`config.mk`:
```
export PLATFORM = sky130hd
export DESIGN_NAME = dht11_poll_sched
export DESIGN_NICKNAME = d
export VERILOG_FILES = /design/src/rtl/dht11_poll_sched.sv
export SDC_FILE = /design/constraint.sdc
export NUM_CORES = 1
export LEC_CHECK = 0
export CORE_MARGIN = 2
export CORE_UTILIZATION = 55
export DETAILED_ROUTE_END_ITERATION = 8
export PLACE_DENSITY_LB_ADDON = 0.1
export SLEW_MARGIN = 20
export SYNTH_ARGS = -nofsm -noshare
export SYNTH_HDL_FRONTEND = slang
export SYNTH_SLANG_ARGS = --single-unit
```
`constraint.sdc`:
```
create_clock -name clk -period 5.3 [get_ports clk]
set_input_delay 1.06 -clock clk [delete_from_list [all_inputs] [get_ports clk]]
set_output_delay 1.06 -clock clk [all_outputs]
set_load 0.01 [all_outputs]
```
`src/rtl/dht11_poll_sched.sv`:
```
`default_nettype none
// ============================================================================
// Module   : dht11_poll_sched
// Brief    : Periodic DHT11 read scheduler with timeout, checksum check,
//            retry-with-gap and req/ack hand-off to the display driver.
// Revision : 1.0
// ============================================================================
module dht11_poll_sched #(
    parameter int unsigned MS_CYCLES  = 100_000,
    parameter int unsigned PERIOD_MS  = 2000,
    parameter int unsigned TIMEOUT_MS = 30,
    parameter int unsigned RETRY_MS   = 1100,
    parameter int unsigned MAX_RETRY  = 3
) (
    input  logic        clk,
    input  logic        rst,
    input  logic        en,
    output logic        rd_start,
    input  logic        rd_done,
    input  logic        rd_err,
    input  logic [39:0] rd_frame,
    output logic        disp_req,
    input  logic        disp_ack,
    output logic [7:0]  disp_hum,
    output logic [7:0]  disp_temp,
    output logic        disp_err,
    output logic [7:0]  hum,
    output logic [7:0]  temp,
    output logic        valid,
    output logic [7:0]  fail_cnt,
    output logic        busy
);
    localparam logic [31:0] C_PERIOD_LAST  = 32'(PERIOD_MS * MS_CYCLES - 1);
    localparam logic [31:0] C_TIMEOUT_LAST = 32'(TIMEOUT_MS * MS_CYCLES - 1);
    localparam logic [31:0] C_RETRY_LAST   = 32'(RETRY_MS * MS_CYCLES - 1);
    localparam logic [7:0]  C_MAX_RETRY    = 8'(MAX_RETRY);

    typedef enum logic [2:0] {
        S_IDLE  = 3'd0,
        S_START = 3'd1,
        S_WAIT  = 3'd2,
        S_CHECK = 3'd3,
        S_GAP   = 3'd4,
        S_DISP  = 3'd5
    } state_t;

    state_t      state_q, state_d;
    logic [31:0] cnt_q, cnt_d;
    logic [7:0]  retry_q, retry_d;
    logic [39:0] frame_q, frame_d;
    logic [7:0]  hum_q, hum_d, temp_q, temp_d;
    logic [7:0]  disp_hum_q, disp_hum_d, disp_temp_q, disp_temp_d;
    logic        disp_err_q, disp_err_d, valid_q, valid_d;
    logic [7:0]  fail_cnt_q, fail_cnt_d;
    logic        rd_start_q, rd_start_d, disp_req_q, disp_req_d, busy_q, busy_d;
    logic        fail_ev;
    logic [7:0]  w_sum, w_retry_inc;

    assign w_sum       = frame_q[39:32] + frame_q[31:24] + frame_q[23:16] + frame_q[15:8];
    assign w_retry_inc = retry_q + 8'd1;

    always_comb begin
        state_d     = state_q;
        cnt_d       = cnt_q;
        retry_d     = retry_q;
        frame_d     = frame_q;
        hum_d       = hum_q;
        temp_d      = temp_q;
        disp_hum_d  = disp_hum_q;
        disp_temp_d = disp_temp_q;
        disp_err_d  = disp_err_q;
        valid_d     = valid_q;
        fail_cnt_d  = fail_cnt_q;
        fail_ev     = 1'b0;

        case (state_q)
            S_IDLE: begin
                if (!en) begin
                    cnt_d = '0;
                end else if (cnt_q >= C_PERIOD_LAST) begin
                    cnt_d   = '0;
                    state_d = S_START;
                end else begin
                    cnt_d = cnt_q + 32'd1;
                end
            end
            S_START: begin
                cnt_d   = '0;
                state_d = S_WAIT;
            end
            S_WAIT: begin
                if (rd_err) begin
                    fail_ev = 1'b1;
                end else if (rd_done) begin
                    frame_d = rd_frame;
                    state_d = S_CHECK;
                end else if (cnt_q >= C_TIMEOUT_LAST) begin
                    fail_ev = 1'b1;
                end else begin
                    cnt_d = cnt_q + 32'd1;
                end
            end
            S_CHECK: begin
                if (w_sum == frame_q[7:0]) begin
                    hum_d       = frame_q[39:32];
                    temp_d      = frame_q[23:16];
                    disp_hum_d  = frame_q[39:32];
                    disp_temp_d = frame_q[23:16];
                    disp_err_d  = 1'b0;
                    valid_d     = 1'b1;
                    retry_d     = '0;
                    state_d     = S_DISP;
                end else begin
                    fail_ev = 1'b1;
                end
            end
            S_GAP: begin
                if (cnt_q >= C_RETRY_LAST) begin
                    cnt_d   = '0;
                    state_d = S_START;
                end else begin
                    cnt_d = cnt_q + 32'd1;
                end
            end
            S_DISP: begin
                if (disp_ack) begin
                    cnt_d   = '0;
                    state_d = S_IDLE;
                end
            end
            default: state_d = S_IDLE;
        endcase

        // The failing cycle itself counts as the first cycle of the retry gap.
        if (fail_ev) begin
            fail_cnt_d = (fail_cnt_q == 8'hFF) ? fail_cnt_q : fail_cnt_q + 8'd1;
            if (w_retry_inc < C_MAX_RETRY) begin
                retry_d = w_retry_inc;
                cnt_d   = 32'd1;
                state_d = S_GAP;
            end else begin
                retry_d    = '0;
                valid_d    = 1'b0;
                disp_err_d = 1'b1;
                state_d    = S_DISP;
            end
        end

        rd_start_d = (state_d == S_START);
        disp_req_d = (state_d == S_DISP);
        busy_d     = (state_d != S_IDLE);
    end

    always_ff @(posedge clk or negedge rst) begin
        if (!rst) begin
            state_q     <= S_IDLE;
            cnt_q       <= '0;
            retry_q     <= '0;
            frame_q     <= '0;
            hum_q       <= '0;
            temp_q      <= '0;
            disp_hum_q  <= '0;
            disp_temp_q <= '0;
            disp_err_q  <= 1'b0;
            valid_q     <= 1'b0;
            fail_cnt_q  <= '0;
            rd_start_q  <= 1'b0;
            disp_req_q  <= 1'b0;
            busy_q      <= 1'b0;
        end else begin
            state_q     <= state_d;
            cnt_q       <= cnt_d;
            retry_q     <= retry_d;
            frame_q     <= frame_d;
            hum_q       <= hum_d;
            temp_q      <= temp_d;
            disp_hum_q  <= disp_hum_d;
            disp_temp_q <= disp_temp_d;
            disp_err_q  <= disp_err_d;
            valid_q     <= valid_d;
            fail_cnt_q  <= fail_cnt_d;
            rd_start_q  <= rd_start_d;
            disp_req_q  <= disp_req_d;
            busy_q      <= busy_d;
        end
    end

    assign rd_start  = rd_start_q;
    assign disp_req  = disp_req_q;
    assign disp_hum  = disp_hum_q;
    assign disp_temp = disp_temp_q;
    assign disp_err  = disp_err_q;
    assign hum       = hum_q;
    assign temp      = temp_q;
    assign valid     = valid_q;
    assign fail_cnt  = fail_cnt_q;
    assign busy      = busy_q;

endmodule
`default_nettype wire

```
# After elaboration in Yosys (flattened, before gate mapping)
# Cells that the tools add are included.
[totals] regBits=112 latchBits=0 ram_bits=0 romBits=0 inputBits=46 word_cells=78 n_memories=0
[classes] n_addsub=6 multipliers=0 n_div=0 magnitude_cmp=4 n_eq_ne=9 shift=0 mux=37 n_bitwise=2 n_reduce_logical=8
[ops] cell="two-way mux 32 bit" n=9
[ops] cell="one-hot mux 32 bit (5 select lines)" n=1
[ops] cell="adder 32 x 1 -> 32 bit (second input constant)" n=1
[ops] cell="greater-or-equal comparator 32 x 22 -> 1 bit (second input constant)" n=1
[ops] cell="greater-or-equal comparator 32 x 27 -> 1 bit (second input constant)" n=1
[ops] cell="greater-or-equal comparator 32 x 28 -> 1 bit (second input constant)" n=1
[ops] cell="two-way mux 8 bit" n=4
[ops] cell="adder 8 bit" n=3
[ops] cell="two-way mux 3 bit" n=8
[ops] cell="one-hot mux 3 bit (6 select lines)" n=1
[ops] cell="adder 8 x 1 -> 8 bit (second input constant)" n=2
[ops] cell="two-way mux 1 bit" n=13
[ops] cell="equality test 3 bit (second input constant)" n=3
[ops] cell="equality test 8 bit" n=1
[ops] cell="equality test 8 bit (second input constant)" n=1
[ops] cell="less-than comparator 8 x 2 -> 1 bit (second input constant)" n=1
[ops] cell="equality test 3 x 1 -> 1 bit (second input constant)" n=2
[ops] cell="equality test 3 x 2 -> 1 bit (second input constant)" n=2
[ops] cell="AND reduction 2 bit" n=3
[ops] cell="nonzero test 2 bit" n=2
[ops] cell="logical NOT 3 bit" n=1
[ops] cell="AND reduction 3 bit" n=1
[ops] cell="nonzero test 3 bit" n=1
[ops] cell="NOT 1 bit" n=2
[ops] cell="one-hot mux 1 bit (2 select lines)" n=1

# Longest topological paths before layout
[depth] word_depth=8 ltp_mapped=14 ltp_nobuf=12

# Least setup slack after synthesis
# OpenSTA, ideal clock, no wires.
[synth_path] kind="register -> register" from="register frame_q[9]" to="register disp_hum_q[1] (netlist: disp_hum[1])" setup_ps=125 t_arrival_ps=3879 path_slack_ps=1297 path_stages_with_launch=14 path_buffers=1 period_less_slack_ps=4003 path_cell_list="dfrtp_1 > fa_1 > inv_1 > fa_1 > inv_1 > ha_1 > fa_1 > xnor2_1 > o2111ai_1 > a2111oi_0 > nand3_1 > nor3_4 > buf_6 > mux2_2"
[synth_between] elab_chain_cells=3
[synth_lines] element="from (decl)" line="50" rtl="logic [39:0] frame_q, frame_d;"
[synth_lines] element="from (signal assigned)" line="174" rtl="frame_q <= frame_d;"
[synth_lines] element="adder 8 bit" line="59" rtl="assign w_sum = frame_q[39:32] + frame_q[31:24] + frame_q[23:16] + frame_q[15:8];"
[synth_lines] element="equality test 8 bit" line="104" rtl="if (w_sum == frame_q[7:0]) begin"
[synth_lines] element="AND reduction 2 bit (no line)"
[synth_lines] element="to (signal assigned)" line="177" rtl="disp_hum_q <= disp_hum_d;"
[synth_lines] element="to (decl)" line="52" rtl="logic [7:0] disp_hum_q, disp_hum_d, disp_temp_q, disp_temp_d;"
# Every way passes these cells.
# A chain may end at the register's enable or synchronous reset.

# Worst setup path in the final report
[layout_path] from="register frame_q[9]" to="register cnt_q[30]"
[layout_between] elab_chain_cells=5
[layout_lines] element="adder 8 bit" line="59"
[layout_lines] element="equality test 8 bit" line="104"
[layout_lines] element="two-way mux 1 bit" line="104"
[layout_lines] element="one-hot mux 1 bit (2 select lines)" line="76" rtl="case (state_q)"
[layout_lines] element="two-way mux 32 bit" line="135" rtl="if (fail_ev) begin"
[layout_lines] element="named net cnt_d[30]" line="48" rtl="logic [31:0] cnt_q, cnt_d;"
[layout_lines] element="to (signal assigned)" line="172" rtl="cnt_q <= cnt_d;"
[layout_lines] element="to (decl)" line="48"
# The timed path passes the listed nets, and every way through them passes these cells.

==> results.md <==
- Crit path capture type: flop
- Cell taking the most area after synthesis: dfrtp_1
- H-tree levels: 3
- Post-synth EDFFs: 0
- CP startpoint: frame_q[9]$_DFFE_PN0P_
- R2r endpoint: cnt_q[30]$_DFF_PN0_
- Initial core utilization: 56.2%
- CTS Buffer Depth: 2
- GPL Wtd Cong: between 0.9 and 1
- Post-DP HPWL: 11000 um
- WL final: about 16000 um
- First-pass GRT wire length: around 26000 um
- Mean Syn Cell Area: just over 9 um2
- Share of the synthesized area in the top cell type: between 40% and 50%
- CTS Sinks: roughly 110
- Dpl cell area: 0.00727 mm2
- Arrival time at the worst endpoint: about 4.8 ns
- Final Hold Vio Count: 0
- Hold Path Depth: 2
- Die footprint: between 0.01 and 0.015 mm2
- Max-slew headroom: a little over a quarter
- HP Class: flop to flop
- Nets: 821
- Core area: approximately 0.011 mm2
- Post-CTS Resized: 0
- DRC: 0
- Clock Root Buffer: clkbuf_16
- Pin count of the biggest net entering global routing: 75
- Vias per cell: 5.85
- Startpoint types: flop
- Gr usage total: approximately 26%
- Syn Std Cell Area: roughly 0.0064 mm2
- Post-route cell area: approximately 0.0075 mm2
- Run status: completed
- Most area-consuming cells after synthesis: dfrtp_1 (44%), nand2_1 (9.4%), fa_1 (4.4%)
- Die X: 112 um
- Setup Fix Bufs, Post-CTS: 0
- Register area share after synthesis: between 40% and 50%
- Die height: ~110 um
- Final worst slack: about 0.8 ns
- CTS tree: done
- # IOs: 91
- Yosys warns: 0
- Gr ovfl total: 0
- CTS buffer count: 9
- Worst Path Required: around 5.5 ns
- RSZ-0062 raised after global routing: false
- Measured slew at the worst slew-check pin: 1.10 ns
- Worst-path clk slew: 0.07 ns
- Clk_lat worst skew: between 0.3 and 0.4 ns
- Layout cells sized above 1: around 8%
- Fmax: about 220 MHz
- Setup violators final: 0
- DRT antenna net count: 0
- Routed vias: between 5000 and 6000
- Vias in the first global route: between 5000 and 6000
- Setup WS pre-CTS: ~0.81 ns
- LEAKAGE: 3.55 nW
- Syn-to-layout area delta: 17.5%
- Mapped Nets: between 700 and 800
- Number of port buffers: 90
- Worst VDD drop: ~280 uV
- Final TNS setup: 0 ns
- Worst setup path end: cnt_q[30]$_DFF_PN0_
- Final worst path period need: roughly 4.5 ns
- Starting DRC count in detailed routing: roughly 310
- P per Cell Area: 207 mW/mm2
- Initial antenna violation count: 0
- Clock skew: roughly 0.0080 ns
- Filler cells: approximately 960
- Pins Over Slew Limit: 0
- Final critical-path share of the clock period: between 80% and 90%
- Setup Crit Path Kind: flop to flop
- Max Cap Violations: 0
- Number of detailed-route iterations in the first pass: 5
- CP Max Fanout: 38
- RR Startpoint: frame_q[9]$_DFFE_PN0P_
- Cells after Synth: between 600 and 700
- R2R depth: 12
- Ys flop type: dfrtp_1
- Rows: 39
- Asr flop ratio synth: 100%
- Drt wl/cell: roughly 18 um
- FF+latch count, synth: about 110
- Post-CTS Hold Fix Bufs: 0
- Ant. Diodes: 0
- Synth unique cells: 69
- R2R Setup Slk: 0.78 ns
-- synth_stat cells (11+ instances only) --
library cell,number
nand2_1,160
dfrtp_1,112
inv_1,30
nand3_1,29
o21ai_0,28
a21oi_1,25
nor2_1,25
mux2_2,19
and2_1,18
a211oi_1,16
buf_4,16
fa_1,14
xnor2_1,14
nor3_1,13
clkbuf_1,12
ha_1,11
-- layer usage --
layer,vias to the layer above,share of wire (%),track usage (%)
met4,0,1.7,9.43
met3,27,5.0,5.13
met2,157,53,46.6
met5,-,0,0
li1,2500,-,-
met1,2569,40,30.8
-- worst min path at each step --
stage | startpoint | slack (ns) | endpoint
floorplan | frame_q[6]$_DFFE_PN0P_ | 0.47 | frame_q[6]$_DFFE_PN0P_
CTS | frame_q[24]$_DFFE_PN0P_ | 0.51 | frame_q[24]$_DFFE_PN0P_
detailed placement | frame_q[4]$_DFFE_PN0P_ | 0.49 | frame_q[4]$_DFFE_PN0P_
global route | frame_q[6]$_DFFE_PN0P_ | 0.53 | frame_q[6]$_DFFE_PN0P_
global placement | valid$_DFF_PN0_ | 0.48 | valid$_DFF_PN0_
finish | frame_q[24]$_DFFE_PN0P_ | 0.50 | frame_q[24]$_DFFE_PN0P_
-- layout make-up --
type / instances / area, um2 / share of cell area, %
Multi-Input combinational cell: 500 / 3230 / 42.8
Clock buffer: 12 / 246 / 3.27
Clock inverter: 4 / 27.5 / 0.365
Sequential cell: 112 / 2800 / 37.2
Timing Repair Buffer: 96 / 943 / 12.5
Inverter: 31 / 116 / 1.54
Tap cell: 143 / 179 / 2.37
-- cells in the final DEF, fill, tap and decap left out, drive strengths merged, types with 4 or more instances in the layout --
cell           count
nor4               7
a211oi            18
dfrtp            112
o21ai             28
and3               9
fa                14
nor3              14
o211ai             4
or3                5
nor2              25
o22ai              8
nand2b             6
o2111ai            5
nand2            160
and2              19
mux2              21
a31oi              5
ha                11
xor2               8
nand4              5
xnor2             14
o221ai             4
nand3             30
a221oi             6
clkbuf            12
buf                7
a21boi             5
clkdlybuf4s50     89
a21oi             25
inv               33
a2111oi            4
-- power by group --
part / switching (mW) / internal, mW / total, mW / leakage, nW
Sequential: 0 / 0.854 / 0.854 / 1.47
Combinational: 0.0251 / 0.0306 / 0.0556 / 1.94
Clock: 0.314 / 0.335 / 0.649 / 0.137
-- critical path: stages (launching register included) --
cell       delay, ns
dfrtp_1         0.41
fa_1            0.53
inv_1           0.05
fa_1            0.50
inv_1           0.04
ha_1            0.22
fa_1            0.40
a31o_2          0.26
xnor2_1         0.17
a2111oi_0       0.11
a311o_1         0.53
a21boi_4        0.89
and3b_1         0.28
-- flip-flops by register name (all words and copies together), names as in the netlist --
| register | flops |
|---|---|
| disp_req | 1 |
| fail_cnt | 8 |
| retry_q | 8 |
| valid | 1 |
| disp_hum | 8 |
| cnt_q | 32 |
| rd_start | 1 |
| frame_q | 40 |
| disp_temp | 8 |
| state_q | 3 |
| disp_err | 1 |
| busy | 1 |
-- cell families after synthesis --
logic type      count (synthesis)  share of synthesized area, %
buf+inv                        77                          6.20
compound gates                135                          14.5
mux                            21                          3.68
fa+ha+maj                      25                          6.51
flops                         112                          43.7
simple gates                  297                          22.4
xor+xnor                       22                          3.00
-- through the flow --
stage | power (mW) | util [%] | instances | hold slack, ns
2_1_floorplan | 0.874 | - | 689 | 0.465
3_3_place_gp | 0.927 | 63.7 | 882 | 0.478
3_5_place_dp | 0.927 | 63.7 | 882 | 0.487
4_1_cts | 1.57 | 66.1 | 898 | 0.509
5_1_grt | 1.61 | 66.1 | 898 | 0.531
6_report | 1.56 | 66.1 | 898 | 0.503
Note: power is estimated with default switching activity, not from simulation.
==> edit 1 (same flow settings) <==
Reset style: synchronous (`rst`), changed in one clocked block.
--- a/src/rtl/dht11_poll_sched.sv
+++ b/src/rtl/dht11_poll_sched.sv
@@ -153,3 +153,3 @@
 
-    always_ff @(posedge clk or negedge rst) begin
+    always_ff @(posedge clk) begin
         if (!rst) begin
Formal check against the unedited RTL: no difference found for any inputs over 10 cycles, from zero or initial values and one cycle with rst low; that may be too few to reach the edited logic, so the function may still have changed.
==> edit 1 against the unedited design <==
First-iteration DRC count up 42%. Clock skew up 4.3 ps. Worst setup slack better by 580 ps. Total power down 10%. Design area down 6.3%. Worst hold slack worse by 65 ps. Sequential cell count unchanged. Synthesized area down 5.0%. Wire length down 2.7%. Critical endpoint is now cnt_q[2]. Largest power group unchanged.
==> edit 1: results (changes against the unedited design) <==
minimum hold slack=438 ps (was 503 ps); Layout Nets=850 (was 821); VDD IR max=0.000229 V (was 0.000278 V); IO buf count=90 (unchanged); Leakage=2.47 nW (was 3.55 nW); WL per Instance=16.6 um (was 17.5 um); crit path max-delay cell type=fa_1 (was a21boi_4); synth top area cells=dfxtp_1, nand2_1, a21oi_1, fa_1, mux2i_1 (was dfrtp_1, nand2_1, fa_1, mux2_2, nand3_1); Placer Congestion=0.932 (was 0.909); FF-to-FF setup slack=1360 ps (was 780 ps); CTS buffer count=9 (unchanged); H-tree Lvls=3 (unchanged); Setup WS pre-CTS=1420 ps (was 807 ps); ANT cells=0 (unchanged); clock skew=12.3 ps (was 7.97 ps); first-pass GRT wire length=24800 um (was 26000 um); ys async rst share=0% (was 100%); initial antenna violation count=0 (unchanged); Vias/cell=5.95 (was 5.85); Yosys cell types=68 (was 69); CP Max Fanout=35 (was 38); largest registers=frame_q x40, cnt_q x32 (unchanged); post-synth net total=801 (was 760); GRT Total Usage=26.4% (was 25.9%); HPWL Detailed=11000 um (about the same); Core Region=0.0108 mm^2 (was 0.0114 mm^2); status=completed (unchanged); Layout fillers=934 (was 959); post-cts sizing count=0 (unchanged); Worst-Skew Late Latency=390 ps (was 360 ps); CTS Root Cell=clkbuf_8 (was clkbuf_16); post-layout minimum cycle time=3940 ps (was 4520 ps); largest net degree at the start of global routing=64 (was 75); commonest cells in the netlist=nand2_1, dfxtp_1, a21oi_1 (was nand2_1, dfrtp_1, inv_1); worst stage delay on the critical path=530 ps (was 890 ps); via count of the first global-routing pass=4979 (was 5359); DR iter-0 viols=443 (was 312); dpl cell area=0.00689 mm^2 (was 0.00727 mm^2); layout cell share with drive strength beyond 1=5.74% (was 7.81%); clock-pin slew on the worst setup and hold paths=100 ps (was 70 ps); sequential element share of the synthesized area=36.8% (was 43.7%); Critical Path AT=4220 ps (was 4760 ps); Most used DFF post-synth=dfxtp_1 (was dfrtp_1); slew margin rel.=27.7% (was 26.7%)
==> edit 1: changes by cell type after synthesis, moves of 19 or more <==
cell and change:
a21oi_1 +46, clkbuf_1 +19, dfrtp_1 -112, dfxtp_1 +112
mux2_2 -19, mux2i_1 +24, nand2_1 -26, nor2_1 +25
==> edit 1: worst max-delay path: cells and delay by family (launching register included) <==
family,cells,cell delay [ps]
AOI/OAI and AO/OA,3,640
xor gates and xnor gates,2,270
and+or+nand+nor,2,580
buffers and inverters,3,350
adders and majority gates,4,1640
DFF,1,340
==> edit 1: worst paths after layout <==
check,from,end,depth (start not counted)
hold reg to reg,cnt_q[31],cnt_q[31],2
setup / recovery,frame_q[9],cnt_q[2],14
setup reg to reg,frame_q[9],cnt_q[2],14
hold / removal,cnt_q[31],cnt_q[31],2
==> edit 1: cell type report <==
class / count / area, um^2 / share of cell area, %
sequential: 112 / 2240 / 31.7
inverter: 23 / 87.6 / 1.24
multi-input combinational: 535 / 3430 / 48.5
tap: 140 / 175 / 2.48
clock inverter: 4 / 28.8 / 0.407
timing repair buffer: 98 / 961 / 13.6
clock buffer: 12 / 145 / 2.05
==> edit 1: logic make-up (layout without fill, tap and decap cells) <==
group	after synthesis	after routing	synth area share, %
fa+ha+maj	25	25	6.86
flops	112	112	36.8
simple gates	300	300	23.8
mux	24	24	3.94
xor+xnor	16	16	2.75
buf+inv	83	137	7.04
compound gates	170	170	18.8
==> edit 1: power by group <==
part	internal, mW	total [mW]	switching, mW	leakage, nW
logic	0.0383	0.0763	0.0380	1.48
registers	0.842	0.845	0.00215	0.902
clock network	0.187	0.480	0.293	0.0883
total	1.07	1.40	0.333	2.47
==> edit 1: per-stage QoR <==
| stage | utilization [%] | std cells | total power, mW |
|---|---|---|---|
| after floorplan | - | 730 | 0.900 |
| after detailed placement | 63.6 | 908 | 0.940 |
| final | 65.2 | 924 | 1.40 |
| after CTS | 65.2 | 924 | 1.41 |
| after global routing | 65.2 | 924 | 1.46 |
| after global placement | 63.6 | 908 | 0.939 |
==> edit 1: routing by layer <==
metal	vias to the layer above	part of all wire, %	wire, um	global-route usage [%]
met1	2619	46	7100	37.5
met3	26	6.4	981	6.87
met2	182	46	7000	39.8
met4	0	1.5	229	7.14
li1	2671	-	-	-
met5	-	0	0	0
==> edit 2 (same settings) <==
Without the edit above. `MS_CYCLES`: 100_000 -> 50_000.
--- a/src/rtl/dht11_poll_sched.sv
+++ b/src/rtl/dht11_poll_sched.sv
@@ -8,3 +8,3 @@
 module dht11_poll_sched #(
-    parameter int unsigned MS_CYCLES  = 100_000,
+    parameter int unsigned MS_CYCLES  = 50_000,
     parameter int unsigned PERIOD_MS  = 2000,
Check against the original RTL: no difference found for any inputs over 10 cycles, from zero or initial values and one cycle with rst low; that may be too few to reach the edited logic, so the function may still have changed.
==> edit 2 against the unedited design <==
Wire length is 16% lower. Synthesized area down 5.8%. First-iteration DRC count down 29%. Sequential cell count unchanged. Largest cell class unchanged. Design area decreased by 5.0%. Worst setup slack gained 120 ps. Synthesized cell count down 20%. Die area fell by 5.6%. Count of clock-buffer cells in the layout is 3 lower. Global-route usage decreased by 2.1 points.
Power is not compared: it rests on default switching activity, and its combinational part moved more than twofold at a synthesized area within 25%.
==> edit 2: results (changes against the unedited design) <==
WL per Instance=17.4 um (was 17.5 um); CTS Root Cell=clkbuf_8 (was clkbuf_16); worst stage delay on the critical path=530 ps (was 890 ps); crit path max-delay cell type=fa_1 (was a21boi_4); sequential element share of the synthesized area=46.3% (was 43.7%); status=completed (unchanged); GRT Total Usage=23.8% (was 25.9%); minimum hold slack=513 ps (was 503 ps); clock-pin slew on the worst setup and hold paths=110 ps (was 70 ps); clock skew=17.4 ps (was 7.97 ps); Placer Congestion=0.937 (was 0.909); Critical Path AT=4680 ps (was 4760 ps); CP Max Fanout=18 (was 38); Syn. warnings=0 (unchanged); first-pass GRT wire length=21800 um (was 26000 um); Leakage=3.22 nW; slew margin rel.=32.1% (was 26.7%); FF-to-FF setup slack=900 ps (was 780 ps); DR pass1 iterations=4 (was 5); Yosys cell types=66 (was 69); via count of the first global-routing pass=4432 (was 5359); Vias/cell=5.89 (was 5.85); DR iter-0 viols=221 (was 312); H-tree Lvls=3 (unchanged); layout cell share with drive strength beyond 1=15.6% (was 7.81%); post-synth net total=621 (was 760); synth top area cells=dfrtp_1, mux2_2, fa_1, a21oi_1, ha_1 (was dfrtp_1, nand2_1, fa_1, mux2_2, nand3_1); Layout Nets=688 (was 821); initial antenna violation count=0 (unchanged); commonest cells in the netlist=dfrtp_1, mux2_2, a21oi_1 (was nand2_1, dfrtp_1, inv_1); HPWL Detailed=9260 um (was 11000 um); dpl cell area=0.00694 mm^2 (was 0.00727 mm^2); Worst-Skew Late Latency=400 ps (was 360 ps); largest net degree at the start of global routing=78 (was 75); clock buffer depth=2 (unchanged)
-- edit 2: report_power, final --
group | internal, mW | leakage [nW] | switching, mW
registers | 0.866 | 1.49 | 0.00949
clock network | 0.271 | 0.112 | 0.311
logic | 0.0719 | 1.63 | 0.0644
total | 1.21 | 3.22 | 0.385
-- edit 2: through the flow --
step	std cells	worst slack (ps)
detailed placement	746	933
floorplan	550	1110
global placement	746	1030
global route	762	547
CTS	762	895
finish	762	903
-- edit 2: logic make-up after synthesis --
family / count (synthesis) / share of synthesized area, %
mux: 58 / 10.8
xor+xnor: 22 / 3.19
buf+inv: 58 / 4.99
simple gates: 169 / 15.9
fa+ha+maj: 25 / 6.91
compound gates: 106 / 11.9
flops: 112 / 46.3
-- edit 2: layout make-up --
cell class / count / area, um^2
clock buffer: 9 / 124
clock inverter: 7 / 101
fill: 850 / 3620
inverter: 18 / 67.6
multi-input combinational: 380 / 2960
sequential: 112 / 2800
tap: 140 / 175
timing repair buffer: 96 / 943
-- edit 2: metal layers --
layer	routed length, um	vias up	part of all wire [%]	GRT usage (%)
li1	-	2128	-	-
met1	5670	2234	43	31.3
met2	6680	119	50	38.8
met3	766	10	5.8	6.40
met4	120	0	0.91	7.14
met5	0	-	0	0
-- edit 2: worst paths after layout --
path,from,end,cells past startpoint
max in group asynchronous,rst,fail_cnt[5],2
max,frame_q[9],cnt_q[11],15
max reg2reg,frame_q[9],cnt_q[11],15
min,frame_q[30],frame_q[30],1
min reg2reg,frame_q[30],frame_q[30],1
min in group asynchronous,rst,cnt_q[19],1
-- edit 2: critical path, delay by kind of cell (launching register included) --
family	cells	cell delay [ps]
xor gates and xnor gates	1	350
AOI/OAI and AO/OA	5	1140
adders and majority gates	4	1650
DFF	1	420
buffers and inverters	4	620
and+or+nand+nor	1	90
